<file path="src/rtl/nibble_serial_adder_if.sv">
// rtl/nibble_serial_adder_if.sv - operand/result handshake bundle for nibble_serial_adder
// Optional ovf member present only when OVF_FLAG_EN is defined.
interface nibble_serial_adder_if #(
  parameter int WIDTH = 16
);
  logic             in_valid;
  logic             in_ready;
  logic [WIDTH-1:0] a;
  logic [WIDTH-1:0] b;
  logic             cin;
  logic             out_valid;
  logic             out_ready;
  logic [WIDTH-1:0] sum;
  logic             cout;
`ifdef OVF_FLAG_EN
  logic             ovf;

  modport master (
    output in_valid, a, b, cin, out_ready,
    input  in_ready, out_valid, sum, cout, ovf
  );
  modport slave (
    input  in_valid, a, b, cin, out_ready,
    output in_ready, out_valid, sum, cout, ovf
  );
`else
  modport master (
    output in_valid, a, b, cin, out_ready,
    input  in_ready, out_valid, sum, cout
  );
  modport slave (
    input  in_valid, a, b, cin, out_ready,
    output in_ready, out_valid, sum, cout
  );
`endif
endinterface

</file>
<file path="src/rtl/nibble_serial_adder.sv">
// rtl/nibble_serial_adder.sv - WIDTH-bit adder built from one 4-bit CLA used a nibble per cycle
// Define OVF_FLAG_EN to add the registered signed-overflow output.
module cla_adder (
  input  logic [3:0] a,
  input  logic [3:0] b,
  input  logic       cin,
  output logic [3:0] s,
  output logic       cout
);
  logic [3:0] g;
  logic [3:0] p;
  logic [3:0] c;

  assign g = a & b;
  assign p = a ^ b;

  assign c[0] = cin;
  assign c[1] = g[0] | (p[0] & cin);
  assign c[2] = g[1] | (p[1] & g[0]) | (p[1] & p[0] & cin);
  assign c[3] = g[2] | (p[2] & g[1]) | (p[2] & p[1] & g[0]) | (p[2] & p[1] & p[0] & cin);
  assign cout = g[3] | (p[3] & g[2]) | (p[3] & p[2] & g[1]) | (p[3] & p[2] & p[1] & g[0])
              | (p[3] & p[2] & p[1] & p[0] & cin);

  assign s = p ^ c;
endmodule

module nibble_serial_adder #(
  parameter int WIDTH = 16
) (
  input  logic                  clk,
  input  logic                  rst_n,
  nibble_serial_adder_if.slave  bus
);
  localparam int NNIB  = WIDTH / 4;
  localparam int CNT_W = (NNIB > 1) ? $clog2(NNIB) : 1;

  if ((WIDTH < 4) || ((WIDTH % 4) != 0)) begin : g_width_check
    $error("nibble_serial_adder: WIDTH must be a multiple of 4 and >= 4");
  end

  typedef enum logic [1:0] {
    IDLE = 2'd0,
    RUN  = 2'd1,
    DONE = 2'd2
  } state_t;

  state_t             state;
  state_t             state_nx;
  logic [CNT_W-1:0]   cnt;
  logic               carry;
  logic [WIDTH-1:0]   a_sh;
  logic [WIDTH-1:0]   b_sh;
  logic [WIDTH-1:0]   sum_r;
  logic               cout_r;
  logic [3:0]         nib_sum;
  logic               nib_c;
  logic               last;
  logic               accept;
  logic [WIDTH+3:0]   sum_cat;

  assign bus.in_ready  = (state == IDLE);
  assign bus.out_valid = (state == DONE);
  assign bus.sum       = sum_r;
  assign bus.cout      = cout_r;

  assign accept = bus.in_valid && (state == IDLE);
  assign last   = (cnt == CNT_W'(NNIB - 1));

  cla_adder u_cla (
    .a    (a_sh[3:0]),
    .b    (b_sh[3:0]),
    .cin  (carry),
    .s    (nib_sum),
    .cout (nib_c)
  );

  // New nibble enters at the top so after NNIB passes nibble 0 lands at the bottom.
  assign sum_cat = {nib_sum, sum_r};

  always_ff @(posedge clk or negedge rst_n) begin
    if (!rst_n) begin
      state <= IDLE;
    end else begin
      state <= state_nx;
    end
  end

  always_comb begin
    state_nx = state;
    case (state)
      IDLE:    if (bus.in_valid) state_nx = RUN;
      RUN:     if (last)         state_nx = DONE;
      DONE:    if (bus.out_ready) state_nx = IDLE;
      default: state_nx = IDLE;
    endcase
  end

  always_ff @(posedge clk or negedge rst_n) begin
    if (!rst_n) begin
      cnt    <= '0;
      carry  <= 1'b0;
      a_sh   <= '0;
      b_sh   <= '0;
      sum_r  <= '0;
      cout_r <= 1'b0;
    end else begin
      case (state)
        IDLE: begin
          if (accept) begin
            a_sh  <= bus.a;
            b_sh  <= bus.b;
            carry <= bus.cin;
            cnt   <= '0;
          end
        end
        RUN: begin
          sum_r <= sum_cat[WIDTH+3:4];
          carry <= nib_c;
          a_sh  <= a_sh >> 4;
          b_sh  <= b_sh >> 4;
          cnt   <= cnt + CNT_W'(1);
          if (last) begin
            cout_r <= nib_c;
          end
        end
        default: ;
      endcase
    end
  end

`ifdef OVF_FLAG_EN
  logic a_msb;
  logic b_msb;
  logic ovf_r;

  assign bus.ovf = ovf_r;

  // On the last pass nib_sum[3] is the final sum MSB.
  always_ff @(posedge clk or negedge rst_n) begin
    if (!rst_n) begin
      a_msb <= 1'b0;
      b_msb <= 1'b0;
      ovf_r <= 1'b0;
    end else begin
      if (accept) begin
        a_msb <= bus.a[WIDTH-1];
        b_msb <= bus.b[WIDTH-1];
      end
      if ((state == RUN) && last) begin
        ovf_r <= (a_msb == b_msb) && (nib_sum[3] != a_msb);
      end
    end
  end
`endif

endmodule
</file>
<file path="src/flat_wrapper.sv">
// flat-port wrapper written by rule: the top's interface ports become plain ports
module nibble_serial_adder_flat 
#(
  parameter int WIDTH = 16
)
  (clk, rst_n, bus_in_valid, bus_a, bus_b, bus_cin, bus_out_ready, bus_in_ready, bus_out_valid, bus_sum, bus_cout);
  nibble_serial_adder_if #(.WIDTH(WIDTH)) bus_i ();
  input  logic clk;
  input  logic rst_n;
  input wire logic [$bits(bus_i.in_valid)-1:0] bus_in_valid;
  input wire logic [$bits(bus_i.a)-1:0] bus_a;
  input wire logic [$bits(bus_i.b)-1:0] bus_b;
  input wire logic [$bits(bus_i.cin)-1:0] bus_cin;
  input wire logic [$bits(bus_i.out_ready)-1:0] bus_out_ready;
  output wire logic [$bits(bus_i.in_ready)-1:0] bus_in_ready;
  output wire logic [$bits(bus_i.out_valid)-1:0] bus_out_valid;
  output wire logic [$bits(bus_i.sum)-1:0] bus_sum;
  output wire logic [$bits(bus_i.cout)-1:0] bus_cout;
  assign bus_i.in_valid = bus_in_valid;
  assign bus_i.a = bus_a;
  assign bus_i.b = bus_b;
  assign bus_i.cin = bus_cin;
  assign bus_i.out_ready = bus_out_ready;
  assign bus_in_ready = bus_i.in_ready;
  assign bus_out_valid = bus_i.out_valid;
  assign bus_sum = bus_i.sum;
  assign bus_cout = bus_i.cout;
  nibble_serial_adder #(.WIDTH(WIDTH)) u_core (.clk(clk), .rst_n(rst_n), .bus(bus_i));
endmodule
</file>
<file path="config.mk">
export PLATFORM = sky130hd
export DESIGN_NAME = nibble_serial_adder_flat
export DESIGN_NICKNAME = d
export VERILOG_FILES = /design/src/rtl/nibble_serial_adder_if.sv /design/src/rtl/nibble_serial_adder.sv /design/src/flat_wrapper.sv
export SDC_FILE = /design/constraint.sdc
export NUM_CORES = 1
export LEC_CHECK = 0
export BUFFER_PORTS_ARGS = -buffer_cell sky130_fd_sc_hd__buf_2
export CAP_MARGIN = 20
export CORE_MARGIN = 3
export CORE_UTILIZATION = 45
export CTS_BUF_LIST = sky130_fd_sc_hd__clkbuf_4 sky130_fd_sc_hd__clkbuf_8
export CTS_CLUSTER_DIAMETER = 40
export DETAILED_ROUTE_END_ITERATION = 8
export GPL_TIMING_DRIVEN = 0
export PLACE_DENSITY_LB_ADDON = 0.12
export SLEW_MARGIN = 20
export SYNTH_ARGS = -nofsm -noshare
export SYNTH_HDL_FRONTEND = slang
export SYNTH_HIERARCHICAL = 1
export SYNTH_SLANG_ARGS = --single-unit
</file>
<file path="constraint.sdc">
create_clock -name clk -period 2.42 [get_ports clk]
set_clock_uncertainty 0.2 [all_clocks]
set_input_delay 0.484 -clock clk [delete_from_list [all_inputs] [get_ports clk]]
set_output_delay 0.484 -clock clk [all_outputs]
set_load 0.02 [all_outputs]
</file>
==> impl_metrics.yaml <==
outcome:
  run_status: "finished clean"
cts:
  postCtsSetupRepairBufs: 0
  clock_sink_count: 54
  cts-hold-fix-buffers: 0
  cts_buffers: 5
  root_buffer_cell: "sky130_fd_sc_hd__clkbuf_8"
  cts_tree: "done"
  cts.reportedPaths.clkPinSlew_ns: 0.09
  ctsResizeCount: 0
  clock_latency_ns: 0.30
  clock_tree.buffer_depth: 2
  cts_htree_levels: 2
floorplan:
  floorplan.initialDensity_pct: 47.17
  fp.coreArea_sq_um: 5172
  fp.dieArea_sq_um: 6342
  die_w_um: 79.64
  ioPinCount: 56
  placement_rows: 26
  die_height_um: 79.64
route:
  routed_wirelength_mm: 5.622
  route.detailed.drc: 0
  detail-route-antenna-nets: 0
  vias_per_cell: 5.369
  drtPass1Iterations: 4
  drt_first_iter_violations: 121
  wl_per_cell_um: 14.91
  total_vias_in_the_final_route: 2024
layout:
  layout.filler_cells: 489
  syn_to_final_growth_pct: 18.21
  layout.nets: 350
  drive_gt1_share_pct: 26.06
  n_antenna_cell: 0
  final_cells: 377
  final_cell_area_sq_um: 2884
grt:
  global_route.usage.met2_pct: 30.55
  grt_util_met3_pct: 3.499
  initial_antenna_violation_count: 0
  grt.total_usage_pct: 19.32
  number_of_global_route_vias_before_repair: 1961
  grt.busiest_layer: "met2"
  grt_start_max_net_pins: 55
  met1_usage_pct: 27.35
  global_route.overflow_total: 0
  wire_length_of_the_first_global_routing_pass_mm: 9.480
logic_synthesis:
  syn-cell-area_sq_um: 2440
  synth_ff_type: "sky130_fd_sc_hd__dfrtp_1"
  synth_top_area_cells: "sky130_fd_sc_hd__dfrtp_1 (55%), sky130_fd_sc_hd__o22ai_1 (11%), sky130_fd_sc_hd__nand2_1 (8.5%)"
  synth-edff-count: 0
  postSynthAreaPerCell_sq_um: 9.918
  netlist_top_cells_count: "sky130_fd_sc_hd__nand2_1 (55), sky130_fd_sc_hd__dfrtp_1 (54), sky130_fd_sc_hd__o22ai_1 (41)"
  synth.most_common_cell: "sky130_fd_sc_hd__nand2_1"
  postSynthRegisterBits: 54
  sequential_cell_area_fraction_in_the_yosys_report_pct: 55.38
  synth.lib_cells_used.distinct: 30
  netlist.top_cell.by_area: "sky130_fd_sc_hd__dfrtp_1"
  postSynth.asyncResetShare_pct: 100.0
  synth.net_count: 289
  synth-warning-count: 6
  synth_top_area_share_pct: 55.38
  synth_cells: 246
timing:
  timing.max_slew.rel_slack_pct: 54.47
  grt_setup_unrepaired: "false"
  fmax_mhz: 449.8
  fin_crit_sh_pct: 91.87
  finalSetupViolCount: 0
  finalHoldViolCount: 0
  finalHoldWorstSlack_ns: 0.008904
  fin_setup_tns_ns: 0
  final-max-slew-violation-count: 0
  clock_period_minus_final_worst_setup_slack_ns: 2.223
  worst_slew_pin_slew_ns: 0.6829
placement:
  gp_routability_congestion: 0.7575
  io_buffer_count: 54
  placed_cell_area_sq_um: 2800
  dp.cells: 370
  hpwlAfterDp_mm: 3.952
setup_path:
  worst_ep_arrival_time_ns: 1.54
  cp-start-kind: "flip-flop"
  setup.reg_to_reg.worst_slack_ns: 0.47
  worstPathCellList: "inv_2 > clkbuf_1 > nor2_1 > buf_2"
  critical_path.slowest_cell: "sky130_fd_sc_hd__dfrtp_1"
  worst_ep_required_time_ns: 1.74
  critPathKind: "flip-flop to output pin"
  critPathCaptureType: "output pin"
  timing.rr.start: "u_core/a_sh[0]"
  timing.critical_path.fanout_max: 10
  ff2ff_path_depth: 5
  timing.critical_path.slowest_cell_delay_ns: 0.43
  timing.rr.end: "u_core/bus.cout"
power:
  power.density_cell_area_nw_per_um2: 1460
  cellLeakagePower_nw: 1.439
  vdd_drop_max_v: 0.0005777
  total_power_mw: 4.212
min_path:
  hold_path.class: "input pin to asynchronous set/reset pin"
job:
  max_cap_violations: 0
[critical path, delay by kind of cell (launching register included)]
family        cells  cell delay, ns
buf+inv           3            0.73
flops             1            0.43
simple gates      1            0.07
[report_power, final]
group	internal, mW	total, mW	switching [mW]
Clock	0.223	0.499	0.276
Combinational	0.868	2.07	1.20
Sequential	1.34	1.64	0.306
Total	2.43	4.21	1.79
[per-layer routing]
layer,up-vias,share of wire (%),wire length [um]
met3,5,4.7,265
met1,965,49,2744
li1,1003,-,-
met5,-,0,0
met4,0,0.82,46
met2,51,46,2566
[cells in the final DEF (no fill, tap or decap), drive strengths merged, types with 4 or more instances in the layout]
cell     Yosys  routed
clkbuf       4      11
a2bb2oi      4       4
nand2       55      55
a21oi       19      19
dfrtp       54      54
o22ai       41      41
nand2b       4       4
inv          9       9
nor2         4       4
ha           5       5
buf         14      68
o21ai       11      11
[registers in the layout, summed over array words and instances (netlist names)]
signal,cells
u_core/state,2
u_core/cnt,2
u_core/bus.cout,1
u_core/bus.sum,16
u_core/carry,1
u_core/b_sh,16
u_core/a_sh,16
[kinds of logic after synthesis]
group | synth area share, %
buffers and inverters | 5.384
xor gates and xnor gates | 1.077
DFF | 55.38
adders and majority gates | 3.385
AOI/OAI and AO/OA | 23.13
muxes | 0.6152
and+or+nand+nor | 11.03
[worst max-delay path by stage]
stage	start	end	slack [ns]
2_1_floorplan	u_core/a_sh[0]	u_core/bus.cout	0.59
3_3_place_gp	u_core/a_sh[2]	u_core/bus.cout	0.50
3_5_place_dp	u_core/a_sh[0]	u_core/bus.cout	0.48
4_1_cts	u_core/state[1]	bus_out_valid	0.19
5_1_grt	u_core/state[1]	bus_out_valid	0.1
6_report	u_core/state[1]	bus_out_valid	0.20
[final cells by class]
cell class	instances	area (sq um)	area share [%]
Timing Repair Buffer	54	272.8	9.458
Clock buffer	7	83.83	2.907
Sequential cell	54	1351	46.85
Multi-Input combinational cell	165	957.2	33.19
Buffer	18	97.59	3.384
Tap cell	70	87.58	3.037
Inverter	9	33.78	1.171
[stage by stage]
step | util (%) | worst slack, ns
6_report | 55.76 | 0.1967
5_1_grt | 55.76 | 0.09611
2_1_floorplan | - | 0.5853
3_5_place_dp | 54.14 | 0.4839
3_3_place_gp | 54.09 | 0.5014
4_1_cts | 55.76 | 0.1903
No activity file was read; power rests on OpenSTA's default activity.
